[src/rtl/tick_scheduler.sv]
// Multi-channel clock-enable scheduler: shared Pixelclock prescaler feeding N_CH programmable tick dividers (optional one-shot mode: TICK_SCHED_ONESHOT_EN).
// Latency: base_tick registered, first pulse PRESCALE cycles after the start edge; tick[i] coincident with base_tick.
// Backpressure: cfg_ready drops while a RUN-time config waits for the next base-tick edge; cfg_* ignored meanwhile.
module tick_scheduler #(
    parameter int PRESCALE = 6250,
    parameter int N_CH     = 4,
    parameter int DIV_W    = 16
) (
    input  logic                    Pixelclock,
    input  logic                    reset,
    input  logic                    start,
    input  logic                    stop,
    input  logic                    cfg_valid,
    output logic                    cfg_ready,
    input  logic [$clog2(N_CH)-1:0] cfg_ch,
    input  logic [DIV_W-1:0]        cfg_div,
    input  logic                    cfg_en,
    output logic                    base_tick,
    output logic [N_CH-1:0]         tick,
    output logic                    busy
`ifdef TICK_SCHED_ONESHOT_EN
    ,
    input  logic                    cfg_oneshot,
    output logic [N_CH-1:0]         oneshot_done
`endif
);

    localparam int CH_W = $clog2(N_CH);
    localparam int PS_W = (PRESCALE > 1) ? $clog2(PRESCALE) : 1;
    localparam logic [PS_W-1:0] PS_LAST = PS_W'(PRESCALE - 1);

    typedef enum logic {
        IDLE = 1'b0,
        RUN  = 1'b1
    } state_t;

    state_t state_q, state_d;

    logic [PS_W-1:0]  presc_q;
    logic             base_tick_q;
    logic [N_CH-1:0]  tick_q;

    logic [DIV_W-1:0] div_q [N_CH];
    logic [DIV_W-1:0] cnt_q [N_CH];
    logic [N_CH-1:0]  en_q;

    logic             pend_q;
    logic [CH_W-1:0]  pend_ch;
    logic [DIV_W-1:0] pend_div;
    logic             pend_en;

    logic             xfer;
    logic             bt_edge;
    logic             stop_edge;
    logic             apply_pend;
    logic             direct_wr;
    logic             cfg_wr;
    logic [CH_W-1:0]  wr_ch;
    logic [DIV_W-1:0] wr_div;
    logic             wr_en;

`ifdef TICK_SCHED_ONESHOT_EN
    logic [N_CH-1:0]  os_q;
    logic [N_CH-1:0]  done_q;
    logic             pend_os;
    logic             wr_os;
`endif

    // A transfer happens whenever no config is waiting; in RUN it is parked until the next base-tick edge.
    assign cfg_ready  = !pend_q;
    assign xfer       = cfg_valid && !pend_q;
    assign stop_edge  = (state_q == RUN) && stop;
    assign bt_edge    = (state_q == RUN) && !stop && (presc_q == PS_LAST);
    assign apply_pend = pend_q && (bt_edge || stop_edge);
    // In IDLE (and on the edge that drops back to IDLE) there is no tick phase to protect, so write straight through.
    assign direct_wr  = xfer && ((state_q == IDLE) || stop_edge);
    assign cfg_wr     = apply_pend || direct_wr;
    assign wr_ch      = apply_pend ? pend_ch  : cfg_ch;
    assign wr_div     = apply_pend ? pend_div : cfg_div;
    assign wr_en      = apply_pend ? pend_en  : cfg_en;
`ifdef TICK_SCHED_ONESHOT_EN
    assign wr_os        = apply_pend ? pend_os : cfg_oneshot;
    assign oneshot_done = done_q;
`endif

    assign base_tick = base_tick_q;
    assign tick      = tick_q;
    assign busy      = (state_q == RUN);

    // Run-state register.
    always_ff @(posedge Pixelclock or posedge reset) begin
        if (reset) begin
            state_q <= IDLE;
        end else begin
            state_q <= state_d;
        end
    end

    // Next-state: stop always wins; start only honoured without stop.
    always_comb begin
        state_d = state_q;
        case (state_q)
            IDLE:    if (start && !stop) state_d = RUN;
            RUN:     if (stop)           state_d = IDLE;
            default: state_d = IDLE;
        endcase
    end

    // Shared prescaler; base_tick is suppressed on a stop edge because bt_edge excludes it.
    always_ff @(posedge Pixelclock or posedge reset) begin
        if (reset) begin
            presc_q     <= '0;
            base_tick_q <= 1'b0;
        end else begin
            base_tick_q <= 1'b0;
            if (state_q != RUN || stop) begin
                presc_q <= '0;
            end else if (presc_q == PS_LAST) begin
                presc_q     <= '0;
                base_tick_q <= 1'b1;
            end else begin
                presc_q <= presc_q + PS_W'(1);
            end
        end
    end

    // Parked RUN-time config; released on the edge it gets applied.
    always_ff @(posedge Pixelclock or posedge reset) begin
        if (reset) begin
            pend_q   <= 1'b0;
            pend_ch  <= '0;
            pend_div <= '0;
            pend_en  <= 1'b0;
`ifdef TICK_SCHED_ONESHOT_EN
            pend_os  <= 1'b0;
`endif
        end else if (apply_pend) begin
            pend_q <= 1'b0;
        end else if (xfer && (state_q == RUN) && !stop) begin
            pend_q   <= 1'b1;
            pend_ch  <= cfg_ch;
            pend_div <= cfg_div;
            pend_en  <= cfg_en;
`ifdef TICK_SCHED_ONESHOT_EN
            pend_os  <= cfg_oneshot;
`endif
        end
    end

    // Channel dividers; the tick on an apply edge uses the old settings, then the new ones overwrite.
    always_ff @(posedge Pixelclock or posedge reset) begin
        if (reset) begin
            for (int i = 0; i < N_CH; i++) begin
                div_q[i] <= '0;
                cnt_q[i] <= '0;
            end
            en_q   <= '0;
            tick_q <= '0;
`ifdef TICK_SCHED_ONESHOT_EN
            os_q   <= '0;
            done_q <= '0;
`endif
        end else begin
            tick_q <= '0;
            for (int i = 0; i < N_CH; i++) begin
`ifdef TICK_SCHED_ONESHOT_EN
                if (xfer && (cfg_ch == CH_W'(i))) begin
                    done_q[i] <= 1'b0;
                end
`endif
                if (stop_edge) begin
                    cnt_q[i] <= '0;
                end else if (bt_edge && en_q[i] && (div_q[i] != '0)) begin
                    if (cnt_q[i] == div_q[i] - DIV_W'(1)) begin
                        cnt_q[i]  <= '0;
                        tick_q[i] <= 1'b1;
`ifdef TICK_SCHED_ONESHOT_EN
                        if (os_q[i]) begin
                            en_q[i]   <= 1'b0;
                            done_q[i] <= 1'b1;
                        end
`endif
                    end else begin
                        cnt_q[i] <= cnt_q[i] + DIV_W'(1);
                    end
                end
                if (cfg_wr && (wr_ch == CH_W'(i))) begin
                    div_q[i] <= wr_div;
                    en_q[i]  <= wr_en;
                    cnt_q[i] <= '0;
`ifdef TICK_SCHED_ONESHOT_EN
                    os_q[i]  <= wr_os;
`endif
                end
            end
        end
    end

endmodule
[config.mk]
export PLATFORM = sky130hd
export DESIGN_NAME = tick_scheduler
export DESIGN_NICKNAME = d
export VERILOG_FILES = /design/src/rtl/tick_scheduler.sv
export SDC_FILE = /design/constraint.sdc
export NUM_CORES = 1
export LEC_CHECK = 0
export CAP_MARGIN = 5
export CORE_MARGIN = 2
export CORE_UTILIZATION = 49
export CTS_CLUSTER_SIZE = 28
export DETAILED_ROUTE_END_ITERATION = 8
export GPL_TIMING_DRIVEN = 1
export PLACE_DENSITY = 0.7
export SLEW_MARGIN = 10
export SYNTH_ARGS = -nofsm -noshare
export SYNTH_HDL_FRONTEND = slang
export SYNTH_SLANG_ARGS = --single-unit
[constraint.sdc]
create_clock -name Pixelclock -period 8.4 [get_ports Pixelclock]
set_input_delay 1.26 -clock Pixelclock [delete_from_list [all_inputs] [get_ports Pixelclock]]
set_output_delay 1.26 -clock Pixelclock [all_outputs]
set_load 0.01 [all_outputs]
==> flow_summary.yaml <==
timing:
  timing.setup.tns_ns: 0
  skew_ns: 0.01111
  period_share_pct: 45.86
  grt_setup_unrepaired: "no"
  finalHoldViolCount: 0
  max_freq_mhz: 259.6
  slew-limit-headroom_pct: 26.04
  post-route-min-period_ns: 3.852
  worst_pin_slew_ns: 1.108
  timing.hold.ws_ns: 0.5027
  final_max_slew_viol_count: 0
  setup_viol: 0
synth:
  ys.warnings.count: 0
  synth-edff-count: 0
  ys_seq_area_share_pct: 42.56
  muxShareOfSynthArea_pct: 12.25
  syn_inst: 1023
  ys_types: 77
  synth_seq_cells: 171
  yosys-top-cells-area: "dfrtp_1 (43%), mux2_2 (12%), xor2_1 (5.7%)"
  synth-adder-area-share_pct: 1.245
  synth_xor_area_share_pct: 10.80
  synth_top_cell_by_area: "dfrtp_1"
  synth_top_family_by_area: "simple AND/OR/NAND/NOR gates"
  synth_top_area_share_pct: 42.56
  syn_nets: 1057
  synthArstFlopShare_pct: 100.0
  synth_compound_area_share_pct: 8.699
  synthTopCellsByCount: "dfrtp_1 (171), nor2_1 (110), mux2_2 (104), nand2_1 (84), xor2_1 (66)"
  syn_avg_cell_area_um2: 9.827
  synthSimpleGateAreaFrac_pct: 21.69
  synth-main-ff-cell: "dfrtp_1"
  syn_area_mm2: 0.01005
  yosysMostFrequentCell: "dfrtp_1"
clock_network:
  clkLatencyLatePin_ns: 0.44
  cts_max_path_buffers: 2
  htreeDepth: 4
  postCtsSetupRepairBufs: 0
  ctsRootBufferMaster: "clkbuf_16"
  cts_tree: "done"
  cts-resized-gates: 0
  path_clk_slew_ns: 0.07
  postCtsHoldBufs: 0
  cts_buffers: 17
  cts.sinks: 171
floorplanning:
  initial_core_util_pct: 49.84
  die_area_mm2: 0.02168
  die_y_um: 147.2
  coreArea_mm2: 0.02017
  rows: 52
  boundaryPins: 31
  fp.dieW_um: 147.2
critical_path:
  cp.required_ns: 8.70
  cp_max_fo: 8
  cp.arrival_ns: 4.15
  start_kind: "input pin"
  worst_setup_path_end_kind: "register"
  worstSetupPathType: "input pin to register"
routing:
  drt_pass1_iterations: 7
  via_per_inst: 5.705
  ant_nets: 0
  wl_mm: 22.00
  post_drt_wl_per_cell_um: 16.73
  drt_first_iter_violations: 445
  vias: 7502
  drc: 0
pwr:
  p_leak_nw: 4.674
  ir_drop_mv: 0.1835
  power-per-cell-area_mw_per_mm2: 278.8
grt:
  grtUsageTotal_pct: 20.96
  grt_first_pass_wirelength_mm: 36.28
  grt_max_degree: 115
  grt_pass1_vias: 7014
  gr-total-overflow: 0
  antenna_found_initial: 0
placed_design:
  portBuffers: 30
  post-dp-hpwl_mm: 15.41
  routabilityCongestion: 0.8286
outcome:
  status: "finished clean"
final_layout:
  multi_input_comb_area_mm2: 0.005510
  fill_cells: 1772
  syn_to_final_growth_pct: 11.14
  seqCellArea_mm2: 0.004279
  fin_nets: 1066
  drive_gt1_share_pct: 15.89
  n_antenna_cell: 0
run:
  drv_cap: 0
hold_path:
  min_path_type: "register to register"
[layer usage]
metal  global-route usage [%]  routed length [µm]  vias to the layer above
met3                    3.416                 733                       26
met5                        0                   0                        -
met4                    7.837                 515                        0
li1                         -                   -                     3663
met2                    32.71               10140                      119
met1                    29.53               10600                     3694
[layout by cell type (no fill, tap or decap), types with 7 or more instances in the layout]
| master | n |
|---|---|
| or2_2 | 7 |
| nor4_1 | 15 |
| a21oi_1 | 23 |
| a21o_1 | 11 |
| and3_1 | 14 |
| nand3_1 | 57 |
| nand4b_1 | 8 |
| xnor2_1 | 58 |
| xor2_1 | 66 |
| clkbuf_16 | 17 |
| a31oi_1 | 15 |
| inv_6 | 8 |
| dfrtp_1 | 171 |
| nor3_1 | 35 |
| nor4b_1 | 9 |
| o21ai_0 | 16 |
| nand2b_1 | 9 |
| mux2_2 | 104 |
| nand2_1 | 84 |
| ha_1 | 10 |
| inv_1 | 20 |
| or3_1 | 8 |
| nor2b_1 | 10 |
| clkdlybuf4s50_1 | 30 |
| o31ai_1 | 8 |
| nand4_1 | 14 |
| nor2_1 | 109 |
[registers in the layout, indices dropped and copies added, names as in the netlist]
name / count
pend_ch: 2
pend_q: 1
pend_en: 1
div_q: 64
base_tick: 1
tick: 4
cnt_q: 64
en_q: 4
busy: 1
presc_q: 13
pend_div: 16
[report_power, final]
| part | leakage, nW | internal [W] | total, W | switching (W) |
|---|---|---|---|---|
| sequential | 2.18 | 0.00104 | 0.00132 | 0.000279 |
| combinational | 2.19 | 0.000496 | 0.000949 | 0.000453 |
| clock | 0.304 | 0.000480 | 0.000843 | 0.000363 |
| total | 4.67 | 0.00202 | 0.00312 | 0.00109 |
[metrics by stage]
stage | setup WS (ns) | std cells | utilization, % | instance area (µm²) | total power, W
6_report | 4.548 | 1315 | 55.40 | 11170 | 0.003115
5_1_grt | 4.416 | 1315 | 55.40 | 11170 | 0.003312
4_1_cts | 4.605 | 1315 | 55.40 | 11170 | 0.003135
3_5_place_dp | 4.167 | 1283 | 52.30 | 10550 | 0.002273
3_3_place_gp | 4.250 | 1283 | 52.30 | 10550 | 0.002239
2_1_floorplan | 2.508 | 1023 | - | 10050 | 0.002044
[worst paths after layout]
check | slack, ns | depth (start not counted) | startpoint | to
min | 0.50 | 1 | pend_div[10]$_DFFE_PP0P_ | pend_div[10]$_DFFE_PP0P_
max | 4.55 | 9 | stop | cnt_q[47]$_DFFE_PP0P_
min in group asynchronous | 1.45 | 2 | reset | busy$_DFF_PP0_
min reg2reg | 0.50 | 1 | pend_div[10]$_DFFE_PP0P_ | pend_div[10]$_DFFE_PP0P_
max in group asynchronous | 5.57 | 3 | reset | tick[3]$_DFF_PP0_
max reg2reg | 4.97 | 10 | presc_q[1]$_DFF_PP0_ | cnt_q[47]$_DFFE_PP0P_
[cell type report]
cell class / instances / share of cell area (%)
Clock buffer: 17 / 3.807
Clock inverter: 15 / 1.781
Inverter: 21 / 0.7503
Multi-Input combinational cell: 786 / 49.32
Sequential cell: 171 / 38.30
Tap cell: 270 / 3.024
Timing Repair Buffer: 35 / 3.024
[kinds of logic (layout without fill, tap and decap cells)]
family	Yosys count	after routing
buf+inv	66	88
simple gates	419	419
flops	171	171
fa+ha+maj	10	10
xor+xnor	124	124
mux	110	110
compound gates	123	123
[critical path, cell delays in order]
cell	delay (ns)
clkdlybuf4s50_1	0.52
nand2b_1	0.27
nor4_4	0.76
o311ai_2	0.30
and3b_1	0.31
nor3b_2	0.35
nand4_1	0.16
xor2_1	0.16
nor2_1	0.06
Power figures use the tool's default switching activity.
